==> config.mk <==
export PLATFORM = sky130hd
export DESIGN_NAME = tone_arbiter
export DESIGN_NICKNAME = d
export VERILOG_FILES = /design/src/rtl/tone_pkg.sv /design/src/rtl/tone_gen.sv /design/src/rtl/tone_arbiter.sv
export SDC_FILE = /design/constraint.sdc
export NUM_CORES = 1
export LEC_CHECK = 0
export CAP_MARGIN = 40
export CORE_AREA = 2 2 64 66
export DETAILED_ROUTE_END_ITERATION = 6
export DIE_AREA = 0 0 66 68
export HOLD_SLACK_MARGIN = 0.02
export PLACE_DENSITY = 0.8
export SYNTH_ARGS = -nofsm -noshare
export SYNTH_HDL_FRONTEND = slang
export SYNTH_HIERARCHICAL = 1
export SYNTH_SLANG_ARGS = --single-unit
==> constraint.sdc <==
create_clock -name clock -period 2.9 [get_ports clock]
set_input_delay 0.725 -clock clock [delete_from_list [all_inputs] [get_ports clock]]
set_output_delay 0.725 -clock clock [all_outputs]
set_load 0.02 [all_outputs]
==> src/rtl/tone_pkg.sv <==
// Shared definitions for the speaker tone arbiter: sound codes, FSM states and
// the per-code half-period lookup.
package tone_pkg;

    localparam logic [2:0] S_RED    = 3'd0;
    localparam logic [2:0] S_GREEN  = 3'd1;
    localparam logic [2:0] S_YELLOW = 3'd2;
    localparam logic [2:0] S_BLUE   = 3'd3;
    localparam logic [2:0] S_WIN    = 3'd4;
    localparam logic [2:0] S_LOSS   = 3'd5;

    typedef enum logic [1:0] {
        StIdle,
        StPlay,
        StGap
    } state_e;

    // Cycles between speaker toggles; silent codes keep a nominal value.
    function automatic logic [3:0] half_period(input logic [2:0] code);
        logic [3:0] h;
        case (code)
            S_RED:    h = 4'd4;
            S_GREEN:  h = 4'd5;
            S_YELLOW: h = 4'd6;
            S_BLUE:   h = 4'd7;
            S_WIN:    h = 4'd8;
            S_LOSS:   h = 4'd3;
            default:  h = 4'd4;
        endcase
        return h;
    endfunction

    function automatic logic is_silent(input logic [2:0] code);
        return code[2] & code[1];
    endfunction

endpackage

==> src/rtl/tone_gen.sv <==
// Square-wave generator: toggles speaker every half_period(code) cycles while en
// is high; counter and output clear synchronously whenever en is low.
module tone_gen
    import tone_pkg::*;
(
    input  logic       clock,
    input  logic       reset,
    input  logic       en,
    input  logic [2:0] code,
    output logic       speaker
);

    logic [3:0] cnt_q;
    logic       spk_q;

    always_ff @(posedge clock or negedge reset) begin
        if (!reset) begin
            cnt_q <= '0;
            spk_q <= 1'b0;
        end else if (!en) begin
            cnt_q <= '0;
            spk_q <= 1'b0;
        end else if (cnt_q == half_period(code) - 4'd1) begin
            cnt_q <= '0;
            spk_q <= ~spk_q & ~is_silent(code);
        end else begin
            cnt_q <= cnt_q + 4'd1;
        end
    end

    assign speaker = spk_q;

endmodule

==> src/rtl/tone_arbiter.sv <==
// Round-robin arbiter sharing one tone generator between several sound
// requesters; latches the winner's code and duration and pulses done at the end.
module tone_arbiter
    import tone_pkg::*;
#(
    parameter int unsigned NUM_REQ = 3,
    parameter int unsigned DUR_W   = 6,
    parameter int unsigned GAP_CYC = 2
) (
    input  logic                     clock,
    input  logic                     reset,
    input  logic [NUM_REQ-1:0]       req,
    input  logic [3*NUM_REQ-1:0]     sound,
    input  logic [DUR_W*NUM_REQ-1:0] dur,
    input  logic                     abort,
    output logic [NUM_REQ-1:0]       gnt,
    output logic [NUM_REQ-1:0]       done,
    output logic                     busy,
    output logic [2:0]               cur_sound,
    output logic                     speaker
);

    localparam int unsigned RrW  = (NUM_REQ > 1) ? $clog2(NUM_REQ) : 1;
    localparam int unsigned GapW = (GAP_CYC > 1) ? $clog2(GAP_CYC) : 1;

    state_e             state_q, state_d;
    logic [RrW-1:0]     rr_q, rr_d;
    logic [DUR_W-1:0]   dcnt_q, dcnt_d;
    logic [GapW-1:0]    gcnt_q, gcnt_d;
    logic [NUM_REQ-1:0] gnt_q, gnt_d;
    logic [NUM_REQ-1:0] done_q, done_d;
    logic               busy_q, busy_d;
    logic [2:0]         snd_q, snd_d;
    logic               tone_en;

    logic [RrW-1:0]     idx;
    logic [RrW-1:0]     pick;
    logic               found;
    logic [NUM_REQ-1:0] pick_oh;
    logic [2:0]         pick_snd;
    logic [DUR_W-1:0]   pick_dur;

    // First requester at or after rr, scanning upwards with wrap.
    always_comb begin
        idx   = '0;
        pick  = '0;
        found = 1'b0;
        for (int unsigned k = 0; k < NUM_REQ; k++) begin
            idx = RrW'((32'(rr_q) + k) % NUM_REQ);
            if (!found && req[idx]) begin
                found = 1'b1;
                pick  = idx;
            end
        end
    end

    always_comb begin
        pick_oh  = '0;
        pick_snd = '0;
        pick_dur = '0;
        for (int unsigned i = 0; i < NUM_REQ; i++) begin
            if (RrW'(i) == pick) begin
                pick_oh[i] = 1'b1;
                pick_snd   = sound[3*i +: 3];
                pick_dur   = dur[DUR_W*i +: DUR_W];
            end
        end
    end

    always_comb begin
        state_d = state_q;
        rr_d    = rr_q;
        dcnt_d  = dcnt_q;
        gcnt_d  = gcnt_q;
        gnt_d   = gnt_q;
        done_d  = '0;
        snd_d   = snd_q;
        tone_en = 1'b0;
        unique case (state_q)
            StIdle: begin
                if (found) begin
                    state_d = StPlay;
                    gnt_d   = pick_oh;
                    snd_d   = pick_snd;
                    dcnt_d  = (pick_dur == '0) ? DUR_W'(1) : pick_dur;
                    rr_d    = (pick == RrW'(NUM_REQ - 1)) ? '0 : pick + 1'b1;
                end
            end
            StPlay: begin
                if (dcnt_q == DUR_W'(1) || abort) begin
                    done_d = gnt_q;
                    gnt_d  = '0;
                    snd_d  = '0;
                    gcnt_d = '0;
                    state_d = (GAP_CYC == 0) ? StIdle : StGap;
                end else begin
                    dcnt_d  = dcnt_q - DUR_W'(1);
                    // Held low on entry and exit so speaker is 0 in both edge cycles.
                    tone_en = 1'b1;
                end
            end
            StGap: begin
                if (gcnt_q == GapW'(GAP_CYC - 1)) begin
                    state_d = StIdle;
                end else begin
                    gcnt_d = gcnt_q + 1'b1;
                end
            end
            default: state_d = StIdle;
        endcase
        busy_d = (state_d != StIdle);
    end

    always_ff @(posedge clock or negedge reset) begin
        if (!reset) begin
            state_q <= StIdle;
            rr_q    <= '0;
            dcnt_q  <= '0;
            gcnt_q  <= '0;
            gnt_q   <= '0;
            done_q  <= '0;
            busy_q  <= 1'b0;
            snd_q   <= '0;
        end else begin
            state_q <= state_d;
            rr_q    <= rr_d;
            dcnt_q  <= dcnt_d;
            gcnt_q  <= gcnt_d;
            gnt_q   <= gnt_d;
            done_q  <= done_d;
            busy_q  <= busy_d;
            snd_q   <= snd_d;
        end
    end

    tone_gen u_tone_gen (
        .clock   (clock),
        .reset   (reset),
        .en      (tone_en),
        .code    (snd_q),
        .speaker (speaker)
    );

    assign gnt       = gnt_q;
    assign done      = done_q;
    assign busy      = busy_q;
    assign cur_sound = snd_q;

endmodule

==> qor.txt, run 1 <==
Flop2flop setup slack - 0.14 ns
Initial DRC Count - 104
Layout cells sized above 1 - 16.6%
P_int - 1460 uW
Worst-path clk slew - 0.09 ns
Worst EP arrival - 2.92 ns
Net Switching - 1140 uW
DRT Pass-1 Iters - 4
Setup ws final - 0.136 ns
Worst Tran Pin Value - 0.528 ns
Clock Power Share - 8.9%
Htree depth - 1
Area growth syn-to-layout - 35.1%
Seq pwr share - 24.2%
CTS buffer count - 3
Critical-path cell list - inv_1, ha_1, mux2_4, a32o_2, nor2_2, a21oi_1, a222oi_1, a21oi_1, o22a_1
Leak - 0.00108 uW
Finished Layout Cells - 309
Slowest CP cell - ha_1
Gr ovfl total - 0
Max Slew Vio Count - 0
Final setup violation count - 0
Total GRT Usage - 20.6%
Final Skew - 0.00238 ns
Comb power frac - 66.9%
Most frequent CP cell - a21oi_1
Critical path data required time - 3.06 ns
Distinct cells, synth - 61
Bufs on Longest Clock Path - 2
Routed wire per std cell - 13.4 um
Core ar. - 3860 um^2
Peak supply drop - 0.000523 V
Slew margin rel. - 64.7%
Antenna diodes - 0
# IOs - 44
Setup crit end kind - flop
Mapped Nets - 241
Top_reg_cell synth - dfrtp_1
Yosys top cell by area - dfrtp_1
Synthesized area per cell - 9.25 um^2
Vias in the first global route - 1,610
Reg2Reg Depth - 9
Hold Crit Depth - 1
Vias - 1,678
Post-Synthesis Cells - 199
Mean number of vias per cell - 5.43
Largest family of logic cells by synthesized area - compound AO/OA/AOI/OAI gates
Post-Synth Simple-Gate Area - 23.9%
Worst r2r src - rr_q[0]
HPWL Detailed - 3260 um
Status - finished clean
CTS tree - done
Synthesized area - 1840 um^2
Pwr dens - 1050 nW/um^2
Chip Height - 68 um
Final period utilization - 95.3%
Post-CTS Resized - 0
Port Buf Inserts - 43
Synth Area in XOR/XNOR - 3.13%
Initial core utilization - 47.7%
Worst Hold Class - flop to flop
Initial antenna violation count - 0
First-pass GRT wire length - 7120 um
Most common cell in the synthesized netlist - dfrtp_1
Largest net degree at the start of global routing - 27
Postcts setup bufs - 0
Mux contribution to synthesized area - 3.13%
RD Place Congestion - 0.837
Synth Warn # - 6
Post-synthesis sequential area ratio - 35.4%
Site Rows - 23
Worst Hold End - done[2]
Post-synth EDFFs - 0
Die Wd - 66 um
FF+latch count, synth - 26
Total Wirelength - 4140 um
# hold bufs at CTS - 0
Post-route ant nets - 0
Dpl cells - 305
Fin crit period - 2.76 ns
Post-synth top cells - dfrtp_1, nor2_1, nand2_1, inv_1
Net Sw Frac - 43.9%
Synth top area share - 35.4%
Top achievable clock speed - 362 MHz
Pre-CTS WS - -0.0453 ns
Max-cap violation count - 0
DRC - 0
Top area cells in the synthesized netlist - dfrtp_1, ha_1, nor2_1, nand2_1, a21oi_1
RR Endpoint - dcnt_q[5]
TritonCTS Sinks - 26
Die area - 4490 um^2
Crit start category - flop
FF/Latch Area - 651 um^2
Clk Latency, worst-skew pair - 0.27 ns
Synthesized-area fraction occupied by adder cells - 6.12%
Root buffer cell - clkbuf_8
Ys async rst share - 100%
Synth Area in Compound Gates - 25.1%
RSZ-0062 raised after global routing - false
Worst Path Class, Setup - flop to flop
Final net count - 302
Hold Vio Cnt, Final - 0
Filler instances - 350
Hold path startpoint - gnt[2]
Crit path largest cell delay - 0.46 ns
Setup TNS - 0 ns
Multi-input gate area - 1130 um^2
Critical path fanouts, max - 10
## placed cells by master, fill, tap and decap left out, types with 2 or more instances in the layout
master           instances
clkbuf_8                 4
o21ai_0                 10
nor3_1                   2
nor2_1                  19
nor2b_1                  3
buf_4                   15
nand2b_1                 8
o21a_1                   2
nand2_1                 14
and2_1                   4
a31o_2                   4
inv_1                   12
mux2i_1                  2
o211ai_1                 2
clkdlybuf4s50_1         43
a21o_1                   3
nor2_2                   2
xnor2_1                  3
a31oi_1                  3
a211oi_1                 2
nand3b_1                 2
nor3b_1                  2
a22o_1                   3
nand3_1                  8
mux2_2                   2
ha_1                     9
a21oi_1                 10
dfrtp_1                 26
a222oi_1                 3
nand2b_2                 2
and3_1                   3
a311oi_1                 2
## state kept, by name, summed over array words and instances, names as in the netlist
name                cells
dcnt_q                  6
done                    3
state_q                 2
u_tone_gen/cnt_q        4
u_tone_gen/speaker      1
cur_sound               3
rr_q                    2
gnt                     3
gcnt_q                  1
busy                    1
## through the flow
step                      hold slack [ns]  area [um^2]  total power (uW)  utilization [%]
after detailed placement            0.507         2430              2370             63.0
after floorplan                     0.429         1840              1850                -
after CTS                           0.526         2490              2610             64.5
after global placement              0.498         2430              2340             63.0
after global routing                0.545         2490              2830             64.5
final                               0.523         2490              2600             64.5
## kinds of logic (layout without fill, tap and decap cells)
logic type      Yosys count  after routing
compound gates           61             61
fa+ha+maj                 9              9
mux                       5              5
buf+inv                  14             74
flops                    26             26
xor+xnor                  5              5
simple gates             79             79
## power groups by stage
stage	clock network [uW]	logic [uW]	registers, uW
after CTS	238	1740	630
after global placement	0	1710	633
after floorplan	0	1160	688
after global routing	251	1920	652
after detailed placement	0	1730	633
final	232	1740	630
## worst max path at each step
| stage | from | to | slack (ns) | depth (start not counted) |
|---|---|---|---|---|
| global route | rr_q[0] | dcnt_q[5] | 0.04 | 9 |
| floorplan | cur_sound[1] | u_tone_gen/speaker | 0.29 | 8 |
| CTS | rr_q[0] | dcnt_q[5] | 0.20 | 9 |
| global placement | req[0] | dcnt_q[5] | -0.003 | 8 |
| finish | rr_q[0] | dcnt_q[5] | 0.14 | 9 |
| detailed placement | req[0] | dcnt_q[5] | -0.05 | 8 |
## layer usage
layer  part of all wire [%]  wire (um)  track usage, %  vias to the layer above
met3                    3.6        150            2.96                        6
met1                     48       1980            26.1                      778
met2                     47       1950            36.2                       41
met4                    1.5         61            6.89                        0
met5                      0          0               0                        -
li1                       -          -               -                      853
## final cells by class
type / count / area share (%)
multi-input cells: 159 / 45.4
repair buffers: 58 / 21.8
well taps: 50 / 2.52
clock buffers: 4 / 2.21
inverters: 12 / 1.81
flip-flops and latches: 26 / 26.2
## worst max-delay path, delay by kind of cell (launching register included)
family / cells / cell delay [ns]
flops: 1 / 0.39
fa+ha+maj: 1 / 0.46
simple gates: 1 / 0.18
buf+inv: 1 / 0.07
compound gates: 5 / 1.22
mux: 1 / 0.33
Note: power is estimated with default switching activity, not from simulation.
==> run 2: changes to the inputs <==
- REMOVE_ABC_BUFFERS: unset -> 1
==> run 2 against run 1 <==
Net effect: sequential power about the same; cell count rose by 0.32%; die area is the same; total power grew 1.6%; maximum frequency rose by 4.2%; critical path type is now primary input to flop; highest routed layer unchanged.
==> qor.txt, run 2 (same netlist as run 1, synthesis figures left out) <==
Area growth syn-to-layout - 36.2% (was 35.1%)
Root buffer cell - clkbuf_8 (unchanged)
Leak - 0.00109 uW (was 0.00108 uW)
Worst Path Class, Setup - primary input to flop (was flop to flop)
Layout cells sized above 1 - 17.7% (was 16.6%)
Die Wd - 66 um (unchanged)
Dpl cells - 306 (was 305)
Status - finished clean (unchanged)
Finished Layout Cells - 310 (was 309)
Initial DRC Count - 131 (was 104)
Commonest non-fill, non-tap cell in the layout - clkdlybuf4s50_1 (unchanged)
Final setup violation count - 0 (unchanged)
Clk Latency, worst-skew pair - 0.26 ns (was 0.27 ns)
Fin crit period - 2.65 ns (was 2.76 ns)
Largest net degree at the start of global routing - 27 (unchanged)
HPWL Detailed - 3420 um (was 3260 um)
Pre-CTS WS - -0.0526 ns (was -0.0453 ns)
Worst r2r src - rr_q[0] (unchanged)
Pwr dens - 1050 nW/um^2 (about the same)
Hold Crit Depth - 2 (was 1)
Total Wirelength - 4260 um (was 4140 um)
Initial antenna violation count - 0 (unchanged)
CTS tree - done (unchanged)
Gr ovfl total - 0 (unchanged)
# IOs - 44 (unchanged)
Setup crit end kind - flop (unchanged)
DRC - 0 (unchanged)
Core ar. - 3860 um^2 (unchanged)
Crit start category - primary input (was flop)
Worst-path clk slew - 0.09 ns (about the same)
Final net count - 304 (was 302)
RR Endpoint - dcnt_q[5] (unchanged)
Routed wire per std cell - 13.7 um (was 13.4 um)
Initial core utilization - 47.7% (unchanged)
Max Slew Vio Count - 0 (unchanged)
Final Total Pwr - 2640 uW (was 2600 uW)
Htree depth - 1 (unchanged)
Reg2Reg Depth - 10 (was 9)
Chip Height - 68 um (unchanged)
Largest regs - dcnt_q: 6 flops, u_tone_gen/cnt_q: 4 flops (unchanged)
Hold Vio Cnt, Final - 0 (unchanged)
Final period utilization - 91.4% (was 95.3%)
TritonCTS Sinks - 26 (unchanged)
Worst EP arrival - 2.81 ns (was 2.92 ns)
Setup ws final - 0.249 ns (was 0.136 ns)
Worst Hold Class - flop to flop (unchanged)
Worst Tran Pin Value - 0.554 ns (was 0.528 ns)
Antenna diodes - 0 (unchanged)
Port Buf Inserts - 43 (unchanged)
CTS buffer count - 3 (unchanged)
Most frequent cells in the layout - clkdlybuf4s50_1, dfrtp_1, nor2_1 (unchanged)
First-pass GRT wire length - 7260 um (was 7120 um)
Max reg flops - 6 (unchanged)
Worst Hold End - dcnt_q[1] (was done[2])
Top achievable clock speed - 377 MHz (was 362 MHz)
Bufs on Longest Clock Path - 2 (unchanged)
Post-route ant nets - 0 (unchanged)
Mean number of vias per cell - 5.42 (was 5.43)
Final Skew - 0.00863 ns (was 0.00238 ns)
Vias in the first global route - 1,658 (was 1,610)
Max-cap violation count - 0 (unchanged)
Die area - 4490 um^2 (unchanged)
Most flop-heavy register - dcnt_q (unchanged)
DRT Pass-1 Iters - 5 (was 4)
Critical path fanouts, max - 6 (was 10)
Critical path data required time - 3.06 ns (about the same)
RD Place Congestion - 0.870 (was 0.837)
Site Rows - 23 (unchanged)
Total GRT Usage - 20.9% (was 20.6%)
Flop2flop setup slack - 0.27 ns (was 0.14 ns)
Hold path startpoint - dcnt_q[1] (was gnt[2])
Slew margin rel. - 63.0% (was 64.7%)
Vias - 1,680 (was 1,678)
RSZ-0062 raised after global routing - false (unchanged)
Peak supply drop - 0.000542 V (was 0.000523 V)
run 2: changes by cell type in the layout (fill, tap and decap cells not counted):
cell,before,now
buf_12,0,1
clkbuf_8,4,3
ha_1,9,8
ha_2,0,1
buf_4,15,16
a211oi_1,2,1
a211oi_2,0,1
run 2: worst max path at each step:
stage | end | start | slack, ns
3_5_place_dp | dcnt_q[5] | req[0] | -0.05
2_1_floorplan | u_tone_gen/speaker | cur_sound[1] | 0.29
5_1_grt | dcnt_q[0] | rr_q[0] | 0.07
6_report | dcnt_q[5] | req[0] | 0.25
3_3_place_gp | dcnt_q[5] | req[0] | 0.06
4_1_cts | dcnt_q[5] | rr_q[0] | 0.18
run 2: repair_timing:
action                                  in CTS  in global routing
setup buffers                                0                  1
endpoints found under the setup margin       0                  2
resized for setup                            0                  2
hold buffers                                 0                  0
run 2: layer usage:
layer / global-route usage (%) / routed length (um) / vias up
met1: 25.8 / 1940 / 786
met2: 38.0 / 2100 / 41
met5: 0 / 0 / -
li1: - / - / 849
met3: 3.29 / 178 / 4
met4: 5.61 / 40 / 0
run 2: final cells by class:
cell class	instances	area [um^2]
Sequential cell	26	651
Fill cell	337	1350
Timing Repair Buffer	60	571
Multi-Input combinational cell	159	1140
Clock buffer	3	41.3
Inverter	12	45.0
Tap cell	50	62.6
run 2: through the flow:
stage	hold slack, ns	util (%)	cell area [um^2]	TNS, ns
6_report	0.512	65.0	2510	0
5_1_grt	0.549	65.0	2510	0
4_1_cts	0.518	64.6	2490	0
3_5_place_dp	0.496	63.6	2450	-0.0639
3_3_place_gp	0.493	63.6	2450	0
2_1_floorplan	0.429	-	1830	0
run 2: worst max-delay path: stages:
cell and delay [ns]:
clkdlybuf4s50_1 0.46, mux2_4 0.29, a32o_2 0.27, nor2_2 0.17, a21oi_1 0.18, a222oi_1 0.28
buf_4 0.18, a21oi_1 0.06, o22a_1 0.20
run 2: where the power goes:
part	internal, uW	leakage (uW)	switching (uW)
Sequential	503	0.000333	130
Combinational	893	0.000736	921
Clock	92.8	0.0000216	103
